--- src/rtl/primitive_fetcher.sv ---
// Primitive fetch stage: streams 1..MAX_VERTS vertices from the primitive FIFO
// into per-lane attribute memories, captures position words and hands the
// finished primitive to the cull stage over a valid/ready handshake.
module primitive_fetcher #(
   parameter int unsigned DATA_WIDTH = 32,
   parameter int unsigned ADDR_WIDTH = 4,
   parameter int unsigned MAX_VERTS  = 3,
   parameter int unsigned POS_WORDS  = 2
) (
   input  logic                                   clk,
   input  logic                                   resetn,
   input  logic                                   en,
   input  logic                                   abort,
   input  logic                                   start_fetch,
   input  logic [$clog2(MAX_VERTS+1)-1:0]         verts_per_prim,
   input  logic [ADDR_WIDTH-1:0]                  vertex_size,
   input  logic [DATA_WIDTH-1:0]                  fifo_rd_data,
   input  logic                                   fifo_empty,
   output logic                                   fifo_rd_en,
   output logic [MAX_VERTS*DATA_WIDTH-1:0]        vert_attr_wr_data,
   output logic [MAX_VERTS*ADDR_WIDTH-1:0]        vert_attr_wr_addr,
   output logic [MAX_VERTS-1:0]                   vert_attr_wr_en,
   output logic [MAX_VERTS*POS_WORDS*DATA_WIDTH-1:0] pos_out,
   output logic                                   prim_valid,
   input  logic                                   prim_ready,
   output logic [$clog2(MAX_VERTS+1)-1:0]         prim_nverts,
   output logic                                   busy
);

   localparam int unsigned NV_W  = $clog2(MAX_VERTS + 1);
   localparam int unsigned CNT_W = $clog2(MAX_VERTS * (2 ** ADDR_WIDTH) + 1);

   localparam logic [1:0] ST_IDLE  = 2'd0;
   localparam logic [1:0] ST_FETCH = 2'd1;
   localparam logic [1:0] ST_DRAIN = 2'd2;
   localparam logic [1:0] ST_HOLD  = 2'd3;

   logic [1:0]            state_q;
   logic [1:0]            state_nxt;
   logic [ADDR_WIDTH-1:0] vsize_q;
   logic [CNT_W-1:0]      issued_q;
   logic [ADDR_WIDTH-1:0] word_q;
   logic [NV_W-1:0]       lane_q;
   logic                  inflight_q;

   logic [CNT_W-1:0]      total_c;
   logic [NV_W-1:0]       nv_sel_c;
   logic                  start_c;
   logic                  arrive_c;
   logic                  last_issue_c;
   logic                  last_arrival_c;

   // Next-state decode, read strobe and arrival bookkeeping
   always_comb begin
      state_nxt      = state_q;
      total_c        = CNT_W'(prim_nverts) * (CNT_W'(vsize_q) + CNT_W'(1));
      nv_sel_c       = verts_per_prim;
      start_c        = 1'b0;
      fifo_rd_en     = 1'b0;
      arrive_c       = 1'b0;
      last_issue_c   = 1'b0;
      last_arrival_c = 1'b0;

      if (verts_per_prim == '0 || verts_per_prim > NV_W'(MAX_VERTS))
         nv_sel_c = NV_W'(MAX_VERTS);

      start_c        = (state_q == ST_IDLE) && start_fetch && !abort;
      fifo_rd_en     = (state_q == ST_FETCH) && en && !fifo_empty && !abort;
      arrive_c       = inflight_q && !abort;
      last_issue_c   = fifo_rd_en && (issued_q == total_c - CNT_W'(1));
      last_arrival_c = arrive_c && (word_q == vsize_q) &&
                       (lane_q == prim_nverts - NV_W'(1));

      case (state_q)
         ST_IDLE:  if (start_c)        state_nxt = ST_FETCH;
         ST_FETCH: if (last_issue_c)   state_nxt = ST_DRAIN;
         ST_DRAIN: if (last_arrival_c) state_nxt = ST_HOLD;
         ST_HOLD:  if (prim_ready)     state_nxt = ST_IDLE;
         default:                      state_nxt = ST_IDLE;
      endcase

      if (abort)
         state_nxt = ST_IDLE;
   end

   // State register
   always_ff @(posedge clk or negedge resetn) begin
      if (!resetn) state_q <= ST_IDLE;
      else         state_q <= state_nxt;
   end

   // Counters, lane writes, position capture and handshake outputs
   always_ff @(posedge clk or negedge resetn) begin
      if (!resetn) begin
         vsize_q           <= '0;
         issued_q          <= '0;
         word_q            <= '0;
         lane_q            <= '0;
         inflight_q        <= 1'b0;
         vert_attr_wr_data <= '0;
         vert_attr_wr_addr <= '0;
         vert_attr_wr_en   <= '0;
         pos_out           <= '0;
         prim_valid        <= 1'b0;
         prim_nverts       <= '0;
         busy              <= 1'b0;
      end else begin
         inflight_q      <= fifo_rd_en;
         prim_valid      <= (state_nxt == ST_HOLD);
         busy            <= (state_nxt != ST_IDLE);
         vert_attr_wr_en <= '0;

         if (abort) begin
            issued_q <= '0;
            word_q   <= '0;
            lane_q   <= '0;
         end else begin
            if (start_c) begin
               prim_nverts <= nv_sel_c;
               vsize_q     <= vertex_size;
               pos_out     <= '0;
               issued_q    <= '0;
               word_q      <= '0;
               lane_q      <= '0;
            end

            if (fifo_rd_en)
               issued_q <= issued_q + CNT_W'(1);

            if (arrive_c) begin
               for (int unsigned k = 0; k < MAX_VERTS; k++) begin
                  if (lane_q == NV_W'(k)) begin
                     vert_attr_wr_en[k]                              <= 1'b1;
                     vert_attr_wr_data[k*DATA_WIDTH +: DATA_WIDTH]   <= fifo_rd_data;
                     vert_attr_wr_addr[k*ADDR_WIDTH +: ADDR_WIDTH]   <= word_q;
                     // word 0 of a vertex lands in the most significant slot
                     for (int unsigned p = 0; p < POS_WORDS; p++) begin
                        if (word_q == ADDR_WIDTH'(p))
                           pos_out[(k*POS_WORDS + POS_WORDS - 1 - p)*DATA_WIDTH +: DATA_WIDTH]
                              <= fifo_rd_data;
                     end
                  end
               end

               if (word_q == vsize_q) begin
                  word_q <= '0;
                  lane_q <= lane_q + NV_W'(1);
               end else begin
                  word_q <= word_q + ADDR_WIDTH'(1);
               end
            end
         end
      end
   end

endmodule

--- config.mk ---
export PLATFORM = sky130hd
export DESIGN_NAME = primitive_fetcher
export DESIGN_NICKNAME = d
export VERILOG_FILES = /design/src/rtl/primitive_fetcher.sv
export SDC_FILE = /design/constraint.sdc
export NUM_CORES = 1
export LEC_CHECK = 0
export BUFFER_PORTS_ARGS = -buffer_cell sky130_fd_sc_hd__buf_2
export CAP_MARGIN = 0
export CORE_MARGIN = 2
export CORE_UTILIZATION = 40
export DETAILED_ROUTE_END_ITERATION = 10
export PLACE_DENSITY = 0.63
export SYNTH_ARGS = -nofsm -noshare
export SYNTH_HDL_FRONTEND = slang
export SYNTH_SLANG_ARGS = --single-unit
--- constraint.sdc ---
create_clock -name clk -period 4.08 [get_ports clk]
set_input_delay 0.204 -clock clk [delete_from_list [all_inputs] [get_ports clk]]
set_output_delay 0.204 -clock clk [all_outputs]
set_load 0.01 [all_outputs]
==> Word level (Yosys, flattened, before mapping) <==
Index checks and enable logic that the tools add are counted.
{ "op_classes": {"n_eq_ne": 10, "multipliers": 1, "n_addsub": 6, "magnitude_cmp": 1, "n_reduce_logical": 23, "muxes": 34, "bitwise": 1} }
{ "op_table": {"columns": ["cell", "n"], "rows": [
  ["2-to-1 mux 192 bit", 2],
  ["2-to-1 mux 32 bit", 6],
  ["2-to-1 mux 64 bit", 3],
  ["2-to-1 mux 2 bit", 10],
  ["2-to-1 mux 6 bit", 3],
  ["2-to-1 mux 4 bit", 4],
  ["logical AND 1 bit", 9],
  ["AND reduction 3 bit", 3],
  ["== test 2 bit (second input constant)", 4],
  ["case mux 2 bit (4 select lines)", 1],
  ["adder 6 x 1 -> 6 bit (second input constant)", 1],
  ["== test 6 bit", 1],
  ["logical NOT 2 bit", 3],
  ["multiplier 2 x 5 -> 6 bit", 1],
  ["2-to-1 mux 3 bit", 2],
  ["nonzero test 3 bit", 2],
  ["subtractor 6 x 1 -> 6 bit (second input constant)", 1],
  ["adder 4 x 1 -> 5 bit (second input constant)", 1],
  ["adder 4 x 1 -> 4 bit (second input constant)", 1],
  ["== test 2 x 1 -> 1 bit (second input constant)", 2],
  ["== test 4 x 1 -> 1 bit (second input constant)", 1],
  ["== test 4 bit", 1],
  ["logical NOT 4 bit", 1],
  ["2-to-1 mux 1 bit", 3],
  ["other kinds (9)", 10]
]} }
{ "totals": {"out_inout_bits": 308, "reg_bits": 326, "wordCells": 93, "in_bits": 45} }

==> Logic depth before layout (Yosys ltp) <==
Gate-level depths: netlist of the first run.
{ "depth": {"word_depth": 9, "mapped_depth": 11, "mapped_depth_nobuf": 11} }

==> Least setup slack after synthesis of the first run <==
OpenSTA, ideal clock, no wires.
{ "synth_path": {"kind": "register to register", "start": "register vsize_q[0]", "end": "register prim_valid", "path_buffers": 0, "stages_incl_launch_ff": 12, "path_slack_ns": 1.294, "arrival_ns": 2.680, "required_time_ns": 3.973, "cell_sequence": "dfrtp_1 > ha_1 > nand2_1 > ha_1 > inv_1 > ha_1 > fa_1 > xnor2_1 > nand2_1 > nor4_1 > nand3_1 > a2111oi_4"} }
{ "synth_between": {"elab_chain_cells": 9, "word_cells_on_any_way": 13, "cone_classes": "2 x add/sub; 1 x mul; 3 x eq/ne; 4 x mux; 3 x reduce/logical"} }
{ "synth_lines": {"columns": ["element", "line", "text"], "rows": [
  ["start, declared", "40", "logic [ADDR_WIDTH-1:0] vsize_q;"],
  ["start signal, assigned", "120", "vsize_q <= vertex_size;"],
  ["adder 4 x 1 -> 5 bit", "56", "total_c = CNT_W'(prim_nverts) * (CNT_W'(vsize_q) + CNT_W'(1));"],
  ["multiplier 2 x 5 -> 6 bit", "56", null],
  ["subtractor 6 x 1 -> 6 bit", "70", "last_issue_c = fifo_rd_en && (issued_q == total_c - CNT_W'(1));"],
  ["== test 6 bit", "70", null],
  ["logical AND 1 bit", "70", null],
  ["2-to-1 mux 2 bit", "76", "ST_FETCH: if (last_issue_c) state_nxt = ST_DRAIN;"],
  ["case mux 2 bit (4 select lines) *", "74", "case (state_q)"],
  ["2-to-1 mux 2 bit *", "82", "if (abort)"],
  ["== test 2 bit *", "109", "prim_valid <= (state_nxt == ST_HOLD);"],
  ["end signal, assigned", "109", null],
  ["end, declared", "24", "output logic prim_valid,"]
]} }
Every way passes the cells marked *; elsewhere a longest branch is shown, timed or not.
A chain may end at the register's enable or synchronous reset.

==> Worst setup path in the final report of the first run <==
Same ends and word-level chain as after synthesis.

==> impl_metrics.yaml, run 1 <==
outcome:
  outcome: "complete, no violations"
floorplanning:
  start_util: 0.408
  pin_count: 353
  die_h_um: 187
  rows: 66
  die_x_um: 187
  dieArea_mm2: 0.0349
  core_mm2: 0.0328
synthesis:
  synth_compound_area_frac: 0.0188
  synth_seq_cells: 326
  yosys.area.top_type: "dfrtp_1"
  synth_top_family_by_area: "simple AND/OR/NAND/NOR gates"
  syn_inst: 1282
  yosysWarnings: 0
  synthAdderAreaFrac: 0.0165
  synth.net_count: 1344
  synth_cell_types: 43
  synth_seq_area_share: 0.610
  synthMuxAreaShare: 0.0916
  synth-xor-area-share: 0.0131
  synthTopCellsByArea: "dfrtp_1 61%, nand2_1 11%, mux2_2 9.1%"
  yosys.area_share.simple: 0.209
  syn_area_mm2: 0.0134
  syn_avg_cell_area_um2: 10.4
  synth_top_cell_area_share: 0.610
power:
  leakage_nw: 9.64
  irDropWorstVdd_uv: 335
  p_per_area_mw_per_mm2: 456
grt:
  grt_use_total: 0.227
  grt_pass1_wl_mm: 62.3
  grt_pass1_vias: 10470
  grt_start_max_net_pins: 111
  antenna_found_initial: 0
  overflow: 0
timing:
  setup-tns-final_ns: 0
  post-route-min-period_ns: 3.03
  setup_ws_ns: 1.05
  hold_violations: 0
  relSlewSlack: 0.223
  clock_skew_ns: 0.0114
  worstMarginPinSlew_ns: 1.16
  slew_violations: 0
  grt_setup_unrepaired: "no"
  setup_violations: 0
  fmax_mhz: 330
  period_share: 0.743
clocking:
  htree_levels: 2
  cts_root_buffer: "clkbuf_16"
  post_cts_resized: 0
  cts_hold_buf: 9
  cts_setup_buffers: 0
  clock-sinks: 326
  cts_tree: "yes"
  cts_made_buffers: 36
  path_clk_slew_ns: 0.06
  clock_latency_ns: 0.50
  clk_path_buf_depth: 3
critical_path:
  worst-endpoint-arrival_ns: 3.42
  crit_fanout: 6
  crit_type: "reg2reg"
  worstSetupStartpointType: "register"
  endpoint_kind: "register"
  worstPathRequired_ns: 4.46
layout:
  final_layout_size_suffix_gt1_frac: 0.338
  final_cell_mix: "395 x nand2_1, 351 x buf_2, 326 x dfrtp_1"
  antenna_cells: 0
  area.growth.synth_to_final_pct: 24.0
  layout_commonest_cell: "nand2_1"
  n_fill_cell: 2996
  nNetsFinal: 1642
route:
  first_iter_violations: 741
  drt_first_pass_iters: 5
  detail_route.wl_per_cell_um: 19.7
  drc_errors: 0
  vias_per_cell: 5.17
  vias: 10547
  wirelength_mm: 40.3
  final_antenna_net_count: 0
placement:
  post-place-ws_ns: 1.07
  hpwl_mm: 26.1
  globalplace.congestion: 0.785
  io_buffers: 352
worst_hold_path:
  hold_path_class: "in2reg"
run:
  drv_cap: 0
worst max-delay path, cell delays in order, from the launching register on:
cell and delay [ns]:
dfrtp_1 0.44, ha_1 0.32, nand2_1 0.06, ha_1 0.28
inv_1 0.04, ha_1 0.22, fa_1 0.47, xnor2_1 0.21
xnor2_1 0.11, nor4_1 0.25, nand3_1 0.18, a2111oi_4 0.32
routing by layer:
metal | track usage | vias to the layer above | wire, um
met3 | 0.0580 | 69 | 3290
met2 | 0.379 | 406 | 19200
met4 | 0.0665 | 0 | 1070
met5 | 0 | - | 0
li1 | - | 4787 | -
met1 | 0.292 | 5285 | 16700
where the power goes:
part / switching [mW] / internal, mW
combinational: 0.539 / 0.399
sequential: 0.0971 / 3.38
clock: 1.24 / 1.91
total: 1.88 / 5.70
cells by family after synthesis:
logic type / after synthesis
simple gates: 642
flops: 326
buf+inv: 128
mux: 109
compound gates: 40
xor+xnor: 20
fa+ha+maj: 17
final cells by class:
cell class | instances | area [um^2] | area share
Multi-Input combinational cell | 828 | 4710 | 0.284
Timing Repair Buffer | 370 | 1980 | 0.119
Clock inverter | 4 | 72.6 | 0.00437
Inverter | 18 | 67.6 | 0.00407
Sequential cell | 326 | 8160 | 0.491
Tap cell | 442 | 553 | 0.0333
Clock buffer | 52 | 1060 | 0.0640
through the flow:
step	power (mW)	std cells	instance area (um^2)	hold WS, ns	utilization
2_1_floorplan	4.10	1282	13400	-0.0916	-
5_1_grt	7.89	2040	16600	0.00724	0.506
4_1_cts	7.67	2040	16600	0.000847	0.506
3_3_place_gp	4.45	1975	15400	0.341	0.469
6_report	7.57	2040	16600	0.0260	0.506
3_5_place_dp	4.48	1975	15400	0.344	0.469
cells in the mapped netlist (all sizes together):
library cell,n
nand2,398
dfrtp,326
nand3,208
mux2,108
buf,55
clkbuf,55
o21ai,23
inv,18
ha,16
xnor2,14
a21oi,7
and3,7
nand2b,6
xor2,6
nor2,5
nor2b,4
nor3,4
a22o,3
a21o,2
and2b,2
nand4,2
nor4,2
a2111oi,1
a31o,1
a31oi,1
and2,1
fa,1
mux2i,1
nand3b,1
nand4b,1
o2bb2ai,1
o31ai,1
or2,1
state kept, by name, indices dropped and copies added (netlist names):
name / count
busy: 1
inflight_q: 1
issued_q: 6
lane_q: 2
pos_out: 192
prim_nverts: 2
prim_valid: 1
state_q: 2
vert_attr_wr_addr: 12
vert_attr_wr_data: 96
vert_attr_wr_en: 3
vsize_q: 4
word_q: 4
worst paths after layout:
kind                                 startpoint                     to  slack [ns]  cells after the start
setup / recovery                     vsize_q[0]             prim_valid        1.05                     11
hold / removal                 fifo_rd_data[25]           pos_out[121]        0.03                      3
setup reg to reg                     vsize_q[0]             prim_valid        1.05                     11
hold reg to reg            vert_attr_wr_addr[4]   vert_attr_wr_addr[4]        0.48                      2
max in group asynchronous                resetn  vert_attr_wr_data[71]        2.71                      3
min in group asynchronous                resetn  vert_attr_wr_data[28]        0.36                      2
(Power assumes the default switching activity.)
==> run 2: changes to the inputs <==
PLACE_DENSITY = 0.66   (was 0.63)
clock period = 2.76 ns   (was 4.08 ns; I/O delays follow)
==> run 2 against run 1 <==
  * Register-to-register slack worse by 1.1 ns
  * The flow now finishes with violations (negative setup slack)
  * Non-clock buffer count up 65
  * Routed wire length up 3.8%
  * Maximum frequency up 7.8%
  * Worst hold slack better by 0.020 ns
  * Clock power up 57%
  * Final area up 5.0%
  * Flip-flop and latch count unchanged
==> impl_metrics.yaml, run 2 (synthesized netlist as in run 1, its figures left out) <==
critical_path:
  path_common_cell: "ha_4"
  cpMaxStageDelayCell: "fa_1"
  r2r-end: "prim_valid"
  max_stage_delay_ns: 0.55
  worst-endpoint-arrival_ns: 3.21
  rr_startpoint: "vsize_q[0]"
  path_delay_family: "adder cells"
  reg2reg_slack_ns: -0.05
  rr_worst_depth: 11
  crit_type: "reg2reg"
  crit_fanout: 2
  worstPathCellList: "ha_4 -> xor2_2 -> nand2_2 -> ha_4 -> inv_4 -> fa_1 -> xnor2_1 -> nand2_1 -> nor4_2 -> nand3_2 -> a2111oi_4"
  worstSetupStartpointType: "register"
  critPathBufInv: 1
  endpoint_kind: "register"
  worstPathRequired_ns: 3.16
power:
  leakage_nw: 10.0
  power_frac_seq: 0.436
  clockPowerShare: 0.418
  p_per_area_mw_per_mm2: 677
  power.share.switching: 0.257
  p_total_mw: 11.8
  p_int_mw: 8.76
  irDropWorstVdd_uv: 469
  comb_power_share: 0.146
  p_sw_mw: 3.04
route:
  final_antenna_net_count: 0
  vias_per_cell: 5.15
  wl_met1_mm: 17.3
  drc_errors: 0
  routed.top_layer: "met4"
  detail_route.wl_per_cell_um: 19.8
  vias: 10892
  wl_met2_mm: 20.0
  wl_met3_mm: 2.82
  first_iter_violations: 621
  drt_first_pass_iters: 5
  wirelength_mm: 41.8
run:
  drv_cap: 0
clocking:
  htree_levels: 2
  path_clk_slew_ns: 0.06
  cts_tree: "yes"
  clk_path_buf_depth: 3
  cts_root_buffer: "clkbuf_16"
  cts_made_buffers: 38
  clock_latency_ns: 0.52
  clock-sinks: 326
timing:
  slew_violations: 0
  fmax_mhz: 356
  setup_violations: 1
  hold_violations: 0
  setup_ws_ns: -0.0523
  post-route-min-period_ns: 2.81
  clock_skew_ns: 0.0245
  relSlewSlack: 0.420
  period_share: 1.02
  worstMarginPinSlew_ns: 0.869
  grt_setup_unrepaired: "yes"
outcome:
  outcome: "finished with violations"
  violations: "negative setup slack"
placement:
  globalplace.congestion: 0.819
  placedCellCount: 2000
  io_buffers: 352
  place_area_mm2: 0.0156
  hpwl_mm: 27.4
layout:
  final_layout_size_suffix_gt1_frac: 0.355
  final_cell_mix: "393 x nand2_1, 351 x buf_2, 326 x dfrtp_1"
  biggestRegsByFlops: "pos_out: 192 flops, vert_attr_wr_data: 96 flops, vert_attr_wr_addr: 12 flops"
  nNetsFinal: 1709
  final_cells: 2116
  regMostFlops: "pos_out"
  layout_commonest_cell: "nand2_1"
  fin_area_mm2: 0.0174
  n_fill_cell: 2922
  antenna_cells: 0
  largest_register_ffs: 192
  area.growth.synth_to_final_pct: 30.2
floorplanning:
  pin_count: 353
  die_x_um: 187
  die_h_um: 187
  start_util: 0.408
  dieArea_mm2: 0.0349
  rows: 66
  core_mm2: 0.0328
worst_hold_path:
  worst_hold_path.endpoint: "state_q[1]"
  hold_path_class: "in2reg"
  hold_start: "abort"
  hold-path-cell-count: 2
grt:
  overflow: 0
  grt_start_max_net_pins: 104
  grt_use_total: 0.235
  grt_pass1_vias: 10923
  grt_pass1_wl_mm: 64.5
  antenna_found_initial: 0
-- run 2: changes by cell type in the layout (fill, tap and decap cells not counted), sizes merged --
cell / previous run / this run
buf: 361 / 393
inv: 18 / 20
bufinv: 2 / 3
clkinv: 1 / 8
dlygate4sd3: 9 / 42
clkinvlp: 1 / 2
-- run 2: through the flow --
| stage | worst slack [ns] | utilization | TNS (ns) | hold slack, ns |
|---|---|---|---|---|
| 6_report | -0.0523 | 0.532 | -0.0523 | 0.0459 |
| 3_3_place_gp | -0.0654 | 0.477 | -0.0654 | 0.203 |
| 4_1_cts | -0.100 | 0.529 | -0.121 | 0.00466 |
| 3_5_place_dp | -0.118 | 0.477 | -0.118 | 0.204 |
| 2_1_floorplan | 0.00229 | - | 0 | -0.158 |
| 5_1_grt | -0.197 | 0.532 | -0.213 | 0.0359 |
-- run 2: routing by layer --
layer  up-vias  track usage
li1       4945            -
met1      5443        0.305
met2       408        0.389
met3        96       0.0488
met4         0       0.0894
met5         -            0
-- run 2: power groups by stage --
stage	sequential, mW	clock, mW	combinational, mW
final	5.15	4.93	1.72
after global routing	5.17	5.23	1.86
after CTS	5.14	5.02	1.60
after detailed placement	5.21	0	1.44
after global placement	5.21	0	1.41
after floorplan	5.32	0	0.753
-- run 2: timing repair --
| action | CTS | global route |
|---|---|---|
| setup buffers | 6 | 3 |
| pin swaps | 9 | 7 |
| endpoints found under the hold margin | 263 | 0 |
| cloned | 0 | 0 |
| endpoints found under the setup margin | 1 | 3 |
| hold buffers | 42 | 0 |
| resized for setup | 4 | 13 |
-- run 2: worst max path at each step --
stage	start	endpoint	slack [ns]	cells after the start
finish	vsize_q[0]	prim_valid	-0.05	11
global route	vsize_q[0]	prim_valid	-0.20	11
CTS	vsize_q[0]	prim_valid	-0.10	11
detailed placement	vsize_q[1]	prim_valid	-0.12	11
global placement	vsize_q[1]	prim_valid	-0.07	11
floorplan	vsize_q[0]	prim_valid	0.002	11
-- run 2: cell type report --
| type | count | area, um^2 | share of cell area |
|---|---|---|---|
| Sequential cell | 326 | 8160 | 0.468 |
| Multi-Input combinational cell | 828 | 4800 | 0.276 |
| Timing Repair Buffer | 435 | 2620 | 0.150 |
| Clock buffer | 52 | 1050 | 0.0605 |
| Tap cell | 442 | 553 | 0.0317 |
| Clock inverter | 15 | 174 | 0.00998 |
| Inverter | 18 | 70.1 | 0.00402 |
